$ cat config.mk
export PLATFORM = sky130hd
export DESIGN_NAME = mux_nx1_stream
export DESIGN_NICKNAME = d
export VERILOG_FILES = /design/src/rtl/mux_nx1_stream_pkg.sv /design/src/rtl/mux_nx1_stream_rr_arbiter.sv /design/src/rtl/mux_nx1_stream.sv
export SDC_FILE = /design/constraint.sdc
export NUM_CORES = 1
export LEC_CHECK = 0
export ABC_AREA = 1
export ABC_CLOCK_PERIOD_IN_PS = 2500
export CORE_AREA = 10 10 65 67
export CTS_CLUSTER_DIAMETER = 30
export DETAILED_ROUTE_END_ITERATION = 12
export DIE_AREA = 0 0 75 77
export GPL_ROUTABILITY_DRIVEN = 0
export PLACE_DENSITY = 0.78
export SLEW_MARGIN = 20
export SYNTH_ARGS = -nofsm -noshare
export SYNTH_HDL_FRONTEND = slang
export SYNTH_HIERARCHICAL = 1
export SYNTH_SLANG_ARGS = --single-unit
$ cat constraint.sdc
create_clock -name clk -period 2.5 [get_ports clk]
set_clock_uncertainty 0.1 [all_clocks]
set_input_delay 0.375 -clock clk [delete_from_list [all_inputs] [get_ports clk]]
set_output_delay 0.375 -clock clk [all_outputs]
set_load 0.01 [all_outputs]
$ cat src/rtl/mux_nx1_stream_pkg.sv
`default_nettype none
// ============================================================================
// Module      : mux_nx1_stream_pkg
// Description : Shared definitions for the N:1 streaming multiplexer family:
//               selection-mode encodings, default geometry, the output
//               register state type and the modulo-N pointer helper.
// Revision    : 1.0 - initial release
// ============================================================================
package mux_nx1_stream_pkg;

    // Selection mode encodings
    localparam logic MODE_DIRECT = 1'b0;
    localparam logic MODE_RR     = 1'b1;

    // Default geometry
    localparam int DEFAULT_N = 4;
    localparam int DEFAULT_W = 8;

    // Output register occupancy
    typedef enum logic {
        ST_EMPTY = 1'b0,
        ST_FULL  = 1'b1
    } out_state_t;

    // (base + off) mod n, valid for base < n and off <= n
    function automatic int rr_index(input int base, input int off, input int n);
        int s;
        s = base + off;
        if (s >= n) begin
            s = s - n;
        end
        return s;
    endfunction

endpackage : mux_nx1_stream_pkg
`default_nettype wire

$ cat src/rtl/mux_nx1_stream_rr_arbiter.sv
`default_nettype none
// ============================================================================
// Module      : mux_nx1_stream_rr_arbiter
// Description : Combinational round-robin arbiter. Searches the request
//               vector starting one past last_ptr, wrapping modulo N, and
//               returns the first requester. Kept free of any state so it can
//               be reused by other shared-bus blocks that own their pointer.
// Revision    : 1.0 - initial release
// ============================================================================
module mux_nx1_stream_rr_arbiter
    import mux_nx1_stream_pkg::*;
#(
    parameter int N    = DEFAULT_N,
    parameter int SELW = $clog2(N)
) (
    input  logic [N-1:0]    req,
    input  logic [SELW-1:0] last_ptr,
    output logic [SELW-1:0] grant,
    output logic            grant_vld
);

    // Walk the search order from farthest to nearest so the nearest requester
    // after last_ptr is the final (winning) assignment.
    always_comb begin
        grant     = '0;
        grant_vld = |req;
        for (int off = N; off >= 1; off--) begin
            for (int i = 0; i < N; i++) begin
                if (req[i] && (i == rr_index(int'(last_ptr), off, N))) begin
                    grant = SELW'(i);
                end
            end
        end
    end

endmodule : mux_nx1_stream_rr_arbiter
`default_nettype wire

$ cat src/rtl/mux_nx1_stream.sv
`default_nettype none
// ============================================================================
// Module      : mux_nx1_stream
// Description : N-channel, W-bit streaming multiplexer with one registered
//               output stage and valid/ready handshakes. Channel selection is
//               either direct (sel) or round-robin among valid channels.
// Revision    : 1.0 - initial release
// ============================================================================
module mux_nx1_stream
    import mux_nx1_stream_pkg::*;
#(
    parameter  int N    = DEFAULT_N,
    parameter  int W    = DEFAULT_W,
    localparam int SELW = $clog2(N)
) (
    input  logic            clk,
    input  logic            rst_n,
    input  logic [N*W-1:0]  in_data,
    input  logic [N-1:0]    in_valid,
    output logic [N-1:0]    in_ready,
    input  logic            mode,
    input  logic [SELW-1:0] sel,
    output logic [W-1:0]    out_data,
    output logic [SELW-1:0] out_chan,
    output logic            out_valid,
    input  logic            out_ready
);

    out_state_t      state_q,    state_d;
    logic [W-1:0]    data_q,     data_d;
    logic [SELW-1:0] chan_q,     chan_d;
    logic [SELW-1:0] last_ptr_q, last_ptr_d;

    logic            load_en;
    logic            dir_vld;
    logic [SELW-1:0] rr_grant;
    logic            rr_vld;
    logic [SELW-1:0] grant;
    logic            grant_vld;
    logic [W-1:0]    grant_data;

    // Round-robin candidate, computed every cycle regardless of mode
    mux_nx1_stream_rr_arbiter #(
        .N    (N),
        .SELW (SELW)
    ) u_rr_arbiter (
        .req       (in_valid),
        .last_ptr  (last_ptr_q),
        .grant     (rr_grant),
        .grant_vld (rr_vld)
    );

    // Direct-select validity; an out-of-range sel matches no channel
    always_comb begin
        dir_vld = 1'b0;
        for (int i = 0; i < N; i++) begin
            if (sel == SELW'(i)) begin
                dir_vld = in_valid[i];
            end
        end
    end

    // Mode steering, the load condition and the one-hot ready vector
    always_comb begin
        load_en   = (state_q == ST_EMPTY) || out_ready;
        grant     = (mode == MODE_RR) ? rr_grant : sel;
        grant_vld = (mode == MODE_RR) ? rr_vld   : dir_vld;
        in_ready  = '0;
        for (int i = 0; i < N; i++) begin
            // Gated by rst_n so no producer sees a handshake while in reset
            in_ready[i] = rst_n && load_en && grant_vld && (grant == SELW'(i));
        end
    end

    // Data of the granted channel
    always_comb begin
        grant_data = '0;
        for (int i = 0; i < N; i++) begin
            if (grant == SELW'(i)) begin
                grant_data = in_data[i*W +: W];
            end
        end
    end

    // Next state: load on a grant, go empty when draining with nothing granted
    always_comb begin
        state_d    = state_q;
        data_d     = data_q;
        chan_d     = chan_q;
        last_ptr_d = last_ptr_q;
        if (load_en) begin
            if (grant_vld) begin
                state_d    = ST_FULL;
                data_d     = grant_data;
                chan_d     = grant;
                last_ptr_d = grant;
            end else begin
                state_d    = ST_EMPTY;
            end
        end
    end

    // Output register and round-robin pointer; pointer resets to N-1 so the
    // first round-robin search begins at channel 0
    always_ff @(posedge clk or negedge rst_n) begin
        if (!rst_n) begin
            state_q    <= ST_EMPTY;
            data_q     <= '0;
            chan_q     <= '0;
            last_ptr_q <= SELW'(N - 1);
        end else begin
            state_q    <= state_d;
            data_q     <= data_d;
            chan_q     <= chan_d;
            last_ptr_q <= last_ptr_d;
        end
    end

    assign out_valid = (state_q == ST_FULL);
    assign out_data  = data_q;
    assign out_chan  = chan_q;

endmodule : mux_nx1_stream
`default_nettype wire

=== After elaboration in Yosys (flattened, before gate mapping) ===
Cells that the tools add are included.
W data, S select, Z words.

* Bitwise gates (word level): 1
* Divide/modulo/power cells: 0
* Add/subtract/negate cells: 8
* Equal/unequal tests: 18
* Reductions and logical operators: 29
* Shifts and indexed selects: 0
* Order comparisons: 4
* Multipliers: 0
* Mux-type cells: 30

{| class="wikitable"
|+ Operators by type and width
! kind !! count
|-
| $eq A3 B32 Y1 const A || 8
|-
| $eq A2 B32 Y1 const A || 4
|-
| $ge A32 B4 Y1 const B || 4
|-
| $mux W32 || 4
|-
| $sub A32 B4 Y32 const B || 4
|-
| $logic_not A32 Y1 || 3
|-
| $mux W8 || 4
|-
| $mux W2 || 15
|-
| $logic_and A1 B1 Y1 || 21
|-
| $eq A2 B2 Y1 const B || 4
|-
| $mux W1 || 7
|-
| $add A2 B2 Y3 const B || 2
|-
| $add A2 B3 Y4 const B || 1
|-
| $eq A2 B1 Y1 const B || 2
|-
| $logic_not A2 Y1 || 2
|-
| $reduce_or A4 Y1 || 1
|-
| $add A2 B1 Y3 const B || 1
|-
| $reduce_and A2 Y1 || 1
|-
| $logic_or A1 B1 Y1 || 1
|-
| $not A1 Y1 || 1
|}

* Memory bits (writable): 0
* Output and inout bits: 15
* Latch bits: 0
* Input port bits: 42
* Bits in read-only memories: 0
* Logic and storage cells: 94
* Memories: 0
* Register bits after elaboration: 13

=== Logic depth before layout (Yosys ltp) ===
Gate-level depths: netlist of the first run.

* Depth in word-level cells: 26
* Gate-level depth with buffers: 24
* Mapped depth without buffers: 23

=== Hierarchy ===
Netlist of the first run, hierarchy kept.

{| class="wikitable"
|+ Modules (own cells, without submodules)
! module !! area each (um2) !! times used !! sequential area each (um2) !! cells each
|-
| mux_nx1_stream || 958.4 || 1 || 327.8 || 138
|-
| mux_nx1_stream_rr_arbiter || 214.0 || 1 || 0.0 || 41
|}

=== Worst setup path after synthesis of the first run ===
No wires, ideal clock.

* Path type: register to output
* Start point: register last_ptr_q[1]
* End point: output port in_ready[1]
* Path slack: 0.173 ns
* Stages on the path, launching flop included: 22
* Data required time: 2.025 ns
* Path buffers: 1
* Data arrival time: 1.852 ns
* Cells stage by stage: dfstp_2 buf_6 nand3_4 nand2_1 nand2_1 nand2_1 nand2_1 nand2_1 nand2_1 nand2_1 nand2_1 nand2_1 nand2_1 nand2_1 nand2_1 nand2_1 inv_1 nand2_1 nand2_4 nor2_4 inv_1 nor2_1

* Longest elaborated chain between the ends: 23
* Elaborated cells on any way between the ends: 64
* Those cells by class: add/sub (8); order compare (4); eq/ne (13); mux (20); reduce/logical (19)

{| class="wikitable"
|+ Ends and longest elaborated chain
! item !! line !! text
|-
| start: declaration || mux_nx1_stream.sv:32 || <nowiki>logic [SELW-1:0] last_ptr_q, last_ptr_d;</nowiki>
|-
| start signal: assignment || mux_nx1_stream.sv:110 || <nowiki>last_ptr_q <= SELW'(N - 1);</nowiki>
|-
| start signal: assignment || mux_nx1_stream.sv:115 || <nowiki>last_ptr_q <= last_ptr_d;</nowiki>
|-
| $add A2 B3 Y4 || - ||
|-
| $sub A32 B4 Y32 or $ge A32 B4 Y1 (tied branches) || - ||
|-
| $mux W32 || mux_nx1_stream_pkg.sv:29 || <nowiki>if (s >= n) begin</nowiki>
|-
| $eq A2 B32 Y1 || mux_nx1_stream_rr_arbiter.sv:29 || <nowiki>if (req[i] && (i == rr_index(int'(last_ptr), off, N))) begin</nowiki>
|-
| $logic_and A1 B1 Y1 || mux_nx1_stream_rr_arbiter.sv:29 ||
|-
| $mux W1 || mux_nx1_stream_rr_arbiter.sv:29 ||
|-
| $mux W2 (13 in series) || mux_nx1_stream_rr_arbiter.sv:29 ||
|-
| $mux W2 (*) || mux_nx1_stream_rr_arbiter.sv:29 ||
|-
| via rr_grant[0] || mux_nx1_stream.sv:36 || <nowiki>logic [SELW-1:0] rr_grant;</nowiki>
|-
| $mux W2 (*) || mux_nx1_stream.sv:66 || <nowiki>grant = (mode == MODE_RR) ? rr_grant : sel;</nowiki>
|-
| $eq A2 B1 Y1 (*) || mux_nx1_stream.sv:71 || <nowiki>in_ready[i] = rst_n && load_en && grant_vld && (grant == SELW'(i));</nowiki>
|-
| $logic_and A1 B1 Y1 (*) || mux_nx1_stream.sv:71 ||
|-
| end: declaration || mux_nx1_stream.sv:20 || <nowiki>output logic [N-1:0] in_ready,</nowiki>
|}

Mark *: on every way through the listed nets, which the timed path passes. The rest lies on a longest branch.

=== Final worst setup path of the first run ===
Same ends and word-level chain as after synthesis.

==> qor.json, run 1 <==
{
  "synth_warnings": 6,
  "yosys-top-cells-area": "dfrtp_1, nand2_1, nand3_1, buf_6, dfstp_2",
  "postSynthAreaPerCell_um2": 6.55,
  "critical_path.endpoint_type": "output pin",
  "setup_viol": 4,
  "dp_cells": 283,
  "first_iter_violations": 83,
  "worstMarginPinSlew_ps": 184,
  "violations_in_the_final_reports": "negative setup slack",
  "antenna-diode-count": 0,
  "finalCriticalPeriod_ps": 2760,
  "yosysUniqueCellTypes": 20,
  "peakVddDrop_uv": 508,
  "netlist_instances": 179,
  "synth_commonest_cells": "nand2_1, nand3_1, inv_1",
  "clk_latency_ps": 280,
  "timing.critical_path.from": "last_ptr_q[1]",
  "r2r-start": "last_ptr_q[1]",
  "routed-via-count": 1452,
  "slew_violations": 0,
  "synth_nets": 221,
  "die_h_um": 77,
  "power.net_switching_mw": 0.647,
  "global_route.overflow_total": 0,
  "hold_viol": 0,
  "seqPwrFrac_pct": 24.3,
  "netlist.area_leader.share_pct": 23.5,
  "antenna_violations_before_repair": 0,
  "synthArstFlopShare_pct": 100,
  "path_class": "reg -> out",
  "vias_per_cell": 4.91,
  "cts_tree": "built",
  "count_of_flip_flops_with_a_built_in_enable_after_synthesis": 0,
  "startpoint_type": "flip-flop",
  "maximum_number_of_pins_on_one_net_before_global_route_repair": 18,
  "max-slew-margin-rel_pct": 87.7,
  "netSwitchingFraction_pct": 42.3,
  "core_um2": 2980,
  "synth.largest_area_cell": "dfrtp_1",
  "ys_seq_elements": 13,
  "total_cts_buffers": 3,
  "area.growth.synth_to_final_pct": 70.2,
  "cp_max_fo": 4,
  "combinational_share_of_power_pct": 67.1,
  "dieArea_um2": 5780,
  "power_per_cell_area_nw_per_um2": 767,
  "post_route_cells_drive_above_1_share_pct": 27.0,
  "io-pin-count": 57,
  "fin_cells": 296,
  "dieWidth_um": 75,
  "global_route.usage.total_pct": 14.0,
  "syn_area_um2": 1170,
  "post_route_drc": 0,
  "max-clock-path-buffers": 2,
  "final_hpwl_dp_mm": 3.08,
  "clk_pin_slew_ps": 80,
  "synthMostInstantiatedCell": "nand2_1",
  "firstDrtPassIters": 4,
  "rsz0062_at_grt": "yes",
  "timing.reg2reg.worst_path_depth": 24,
  "cp.required_ps": 2030,
  "ctsHtreeMaxLevel": 1,
  "route.final.wire_length_mm": 4.01,
  "grt_pass1_vias": 1447,
  "fin_total_pwr_mw": 1.53,
  "nets": 306,
  "post_route_setup_slack_ps": -257,
  "drv_cap": 0,
  "port_buffers": 56,
  "clock_root_buffer": "clkbuf_4",
  "grt_first_pass_wirelength_mm": 6.58,
  "antenna_left": 0,
  "finalCritPeriodShare_pct": 110,
  "rows": 20,
  "min_path_type": "in -> async",
  "clock-sinks": 13,
  "ys_dominant_reg_cell": "dfrtp_1",
  "p_leak_nw": 0.978,
  "arrival_ps": 2280,
  "floorplan.initialDensity_pct": 39.4,
  "post_drt_wl_per_cell_um": 13.5,
  "pwr-share-clk_pct": 8.6,
  "outcome": "finished with violations",
  "cellInternalPower_mw": 0.883,
  "synth_seq_area_share_pct": 28.0,
  "fmax_mhz": 363
}
[worst paths after layout]
check	endpoint	slack, ps
max	in_ready[1]	-260
min	out_data[4]	390
max reg2reg	out_data[6]	20
min reg2reg	out_data[7]	390
max in group asynchronous	last_ptr_q[1]	1670
min in group clk	out_data[7]	390
[layer usage]
metal / wire (um) / global-route usage, % / share of wire, % / up-vias
met5: 0 / 0 / 0 / -
met4: 47 / 2.08 / 1.2 / 0
met3: 311 / 6.18 / 7.8 / 6
met2: 2050 / 23.8 / 51 / 47
met1: 1600 / 15.9 / 40 / 646
li1: - / - / - / 753
[critical path: stages (launching register included)]
cell	delay, ps
dfstp_2	640
buf_12	130
nand3_1	100
nand2_1	80
nand2_1	60
nand2_1	60
nand2_1	50
nand2_1	50
nand2_1	40
nand2_1	50
nand2_1	50
nand2_1	60
nand2_1	60
nand2_2	80
inv_2	40
nand2_2	70
nand2_4	60
nor2_4	110
inv_2	40
nor2_2	80
buf_6	110
[kinds of logic (layout without fill, tap and decap cells)]
logic type             count (synthesis)  in the layout  share of synthesized area (%)
AO/OA/AOI/OAI                          4              4                           1.71
buffers and inverters                 24            108                           12.8
flip-flops                            13             13                           28.0
AND/OR/NAND/NOR                      138            138                           57.5
[metrics by stage]
stage	worst slack (ps)	cell area (um^2)	util [%]	hold slack [ps]	setup TNS, ps
CTS	-192	1920	64.4	393	-706
global route	-465	2000	67.0	395	-2290
detailed placement	-569	1860	62.4	372	-2400
floorplan	173	1170	-	-20.6	0
finish	-257	2000	67.0	388	-923
global placement	-571	1860	62.4	362	-2110
[registers in the layout, indices dropped and copies added, names as in the netlist]
signal      count
last_ptr_q      2
out_chan        2
out_data        8
out_valid       1
[power groups by stage]
stage               Clock, mW  Combinational, mW  Sequential (mW)
global route            0.145               1.14            0.383
global placement            0              0.868            0.376
floorplan                   0              0.502            0.377
CTS                     0.135              0.933            0.373
finish                  0.131               1.03            0.372
detailed placement          0              0.880            0.378
[layout make-up]
type,count,area (um^2)
fillers,266,982
repair buffers,87,800
multi-input cells,142,732
flip-flops and latches,13,328
inverters,17,68.8
well taps,33,41.3
clock buffers,4,26.3
[layout by cell type, fill, tap and decap left out]
cell type	netlist	layout
inv_1	13	8
buf_12	1	1
nand3_1	40	39
dfrtp_1	11	11
o21ai_1	1	1
or4_1	1	1
nand2_1	67	64
nand4_1	8	8
nand3_4	1	1
nor2_4	1	3
inv_4	2	2
clkdlybuf4s50_1	0	52
nand2_2	5	7
buf_2	1	3
nand2_4	4	5
nand3_2	3	4
clkbuf_1	0	1
buf_4	0	28
dfstp_2	2	2
inv_2	2	7
nor2_1	8	4
o21ai_0	3	3
clkbuf_4	0	3
nor2_2	0	2
buf_6	5	3
[repair_timing]
action,4_1_cts,5_1_grt
pin swaps,4,18
gates resized for setup,19,16
setup endpoints to repair,4,12
cloned,0,0
buffers inserted,6,4
hold buffers,0,0
No activity file was read; power rests on OpenSTA's default activity.
==> run 2: changes to the inputs <==
- CELL_PAD_IN_SITES_DETAIL_PLACEMENT: not set -> 1
- CELL_PAD_IN_SITES_GLOBAL_PLACEMENT: not set -> 2
- CORE_AREA: 10 10 65 67 -> 10 10 110 73
- DIE_AREA: 0 0 75 77 -> 0 0 120 83
- PLACE_DENSITY: 0.78 -> not set
- PLACE_DENSITY_LB_ADDON: not set -> 0.1
==> run 2 against run 1 <==
Effect of this change: the flow still finishes with violations (negative setup slack); global-route usage is 3.5 points lower; core utilization is 29 points lower; cell count is 22% higher; cell area is 13% higher; count of clock-buffer cells in the layout stayed put; critical path depth is 2 higher; sequential share of layout area is 1.9 points lower; routed wire length is 37% higher; non-clock buffer count is 14 higher; sequential power is 4% lower; flip-flop and latch count stayed put; die area is 72% higher.
==> qor.json, run 2 (same netlist as run 1, synthesis figures left out) <==
{
  "outcome": "finished with violations",
  "violations_in_the_final_reports": "negative setup slack",
  "drv_cap": {"value": 0, "change": "unchanged"},
  "r2r-start": "last_ptr_q[1]",
  "fin_hold_ws": {"value": 381, "unit": "ps", "change": "-7.20 ps"},
  "final_hpwl_dp": {"value": 4.31, "unit": "mm", "change": "+40%"},
  "dieArea": {"value": 9960, "unit": "um^2", "change": "+72%"},
  "maximum_number_of_pins_on_one_net_before_global_route_repair": {"value": 18, "change": "unchanged"},
  "post_route_cells_drive_above_1_share": {"value": 34.7, "unit": "%", "change": "+7.7 points"},
  "finalCriticalPeriod": {"value": 2730, "unit": "ps", "change": "-25.7 ps"},
  "ctsHtreeMaxLevel": {"value": 1, "change": "unchanged"},
  "max-slew-margin-rel": {"value": 84.0, "unit": "%", "change": "-3.7 points"},
  "slew_violations": {"value": 0, "change": "unchanged"},
  "total_cts_buffers": {"value": 3, "change": "unchanged"},
  "clock-sinks": {"value": 13, "change": "unchanged"},
  "routed-via-count": {"value": 1526, "change": "+5.1%"},
  "hold_viol": {"value": 0, "change": "unchanged"},
  "arrival": {"value": 2260, "unit": "ps", "change": "-20 ps"},
  "peakVddDrop": {"value": 263, "unit": "uV", "change": "-48%"},
  "floorplan.initialDensity": {"value": 19.6, "unit": "%", "change": "-20 points"},
  "critical_path.endpoint_type": "output pin",
  "post_cts_hold_buffer_count": {"value": 0, "change": "unchanged"},
  "cts_tree": "built",
  "startpoint_type": "flip-flop",
  "nFillCells": {"value": 729, "change": "+170%"},
  "worstMarginPinSlew": {"value": 241, "unit": "ps", "change": "+56.9 ps"},
  "nets": {"value": 320, "change": "+4.6%"},
  "dieWidth": {"value": 120, "unit": "um", "change": "+60%"},
  "final_cell_mix": "nand2_1, clkdlybuf4s50_1, buf_4, nand3_1",
  "clock_root_buffer": "clkbuf_8",
  "finalCritPeriodShare": {"value": 109, "unit": "%", "change": "-1.0 points"},
  "post_drt_wl_per_cell": {"value": 15.2, "unit": "um", "change": "+12%"},
  "antenna_violations_before_repair": {"value": 0, "change": "unchanged"},
  "port_buffers": {"value": 56, "change": "unchanged"},
  "path_class": "reg -> out",
  "grt_pass1_vias": {"value": 1659, "change": "+15%"},
  "grt_first_pass_wirelength": {"value": 8.65, "unit": "mm", "change": "+32%"},
  "area.growth.synth_to_final_pct": 92.7,
  "antenna-diode-count": {"value": 0, "change": "unchanged"},
  "rows": {"value": 22, "change": "+10%"},
  "finish.utilization": {"value": 37.8, "unit": "%", "change": "-29 points"},
  "core": {"value": 5970, "unit": "um^2", "change": "+100%"},
  "first_iter_violations": {"value": 36, "change": "-57%"},
  "rsz0062_at_grt": "yes",
  "vias_per_cell": {"value": 4.23, "change": "-14%"},
  "cp_max_fo": {"value": 5, "change": "+1"},
  "post_route_setup_slack": {"value": -231, "unit": "ps", "change": "+25.7 ps"},
  "max-clock-path-buffers": {"value": 2, "change": "unchanged"},
  "io-pin-count": {"value": 57, "change": "unchanged"},
  "firstDrtPassIters": {"value": 4, "change": "unchanged"},
  "clk_latency": {"value": 240, "unit": "ps", "change": "-40 ps"},
  "power_per_cell_area": {"value": 780, "unit": "nW/um^2", "change": "+1.7%"},
  "p_leak": {"value": 1.07, "unit": "nW", "change": "+9.6%"},
  "mostFrequentLayoutCell": "nand2_1",
  "cp.required": {"value": 2030, "unit": "ps", "change": "about the same"},
  "timing.reg2reg.worst_path_depth": {"value": 25, "change": "+4.2%"},
  "timing.setup.tns": {"value": -899, "unit": "ps", "change": "+24.4 ps"},
  "global_route.usage.total": {"value": 10.6, "unit": "%", "change": "-3.5 points"},
  "route.final.wire_length": {"value": 5.48, "unit": "mm", "change": "+37%"},
  "flop2flop_setup_slack": {"value": -10, "unit": "ps", "change": "-30 ps"},
  "antenna_left": {"value": 0, "change": "unchanged"},
  "worst_hold_path.num_cells": 2,
  "post_route_drc": {"value": 0, "change": "unchanged"},
  "largest_register_ff_count": {"value": 8, "change": "unchanged"},
  "fmax": {"value": 366, "unit": "MHz", "change": "+0.94%"},
  "hold_path_startpoint": "out_data[4]",
  "setup_viol": {"value": 5, "change": "+1"},
  "die_h": {"value": 83, "unit": "um", "change": "+7.8%"},
  "min_delay_worst_endpoint": "out_data[4]",
  "global_route.overflow_total": {"value": 0, "change": "unchanged"},
  "regToRegEndpoint": "out_data[6]",
  "clk_pin_slew": {"value": 60, "unit": "ps", "change": "-20 ps"},
  "min_path_type": "reg -> reg"
}
-- run 2: cell types whose count changed in the layout (fill, tap and decap cells not counted), sizes merged --
| cell | change |
|---|---|
| buf | +14 |
| dlygate4sd2 | +1 |
| clkdlybuf4s50 | -1 |
-- run 2: layout make-up --
class / instances / area, um^2 / area share [%]
repair buffers: 101 / 916 / 40.5
multi-input cells: 142 / 797 / 35.3
flip-flops and latches: 13 / 328 / 14.5
well taps: 84 / 105 / 4.65
inverters: 17 / 68.8 / 3.05
clock buffers: 4 / 45.0 / 1.99
-- run 2: how the worst max path moves through the flow --
stage	endpoint	start	depth (start not counted)
after floorplan	in_ready[1]	last_ptr_q[1]	21
after global placement	in_ready[0]	in_valid[1]	14
after detailed placement	in_ready[1]	in_valid[1]	22
after CTS	in_ready[1]	last_ptr_q[1]	22
after global routing	in_ready[0]	last_ptr_q[1]	22
final	in_ready[1]	last_ptr_q[1]	22
-- run 2: worst max-delay path: stages (launching register included) --
cell and delay [ps]:
dfstp_2 590, buf_6 120, nand3_4 60, nand2_2 70
nand2_2 50, nand2_2 50, nand2_1 50, nand2_1 50
nand2_1 40, nand2_1 50, nand2_1 50, nand2_1 50
nand2_1 50, nand2_1 50, nand2_1 60, nand2_2 80
inv_1 50, nand2_2 70, nand2_4 60, nor2_4 100
inv_1 40, nor2_1 80, buf_2 140
-- run 2: layer usage --
metal / track usage, % / up-vias / routed length, um
met4: 1.84 / 0 / 29
met1: 14.9 / 719 / 2850
met5: 0 / - / 0
met2: 14.9 / 29 / 2270
li1: - / 776 / -
met3: 3.92 / 2 / 333
-- run 2: stage by stage --
step	total power, mW	instance area [um^2]	setup slack [ps]	instances
6_report	1.76	2260	-231	361
3_5_place_dp	1.37	2000	-666	343
3_3_place_gp	1.37	2000	-644	343
2_1_floorplan	0.879	1170	173	179
5_1_grt	1.92	2260	-451	361
4_1_cts	1.65	2110	-220	357
-- run 2: timing repair --
item | CTS | global route
gates resized for setup | 21 | 31
pin swaps | 2 | 24
setup endpoints to repair | 4 | 12
setup buffers | 10 | 5
-- run 2: power by group --
part | total (mW) | leakage, nW | switching, mW | internal [mW]
sequential | 0.357 | 0.157 | 0.0584 | 0.299
clock | 0.188 | 0.0228 | 0.0755 | 0.113
combinational | 1.22 | 0.892 | 0.599 | 0.618
total | 1.76 | 1.07 | 0.733 | 1.03
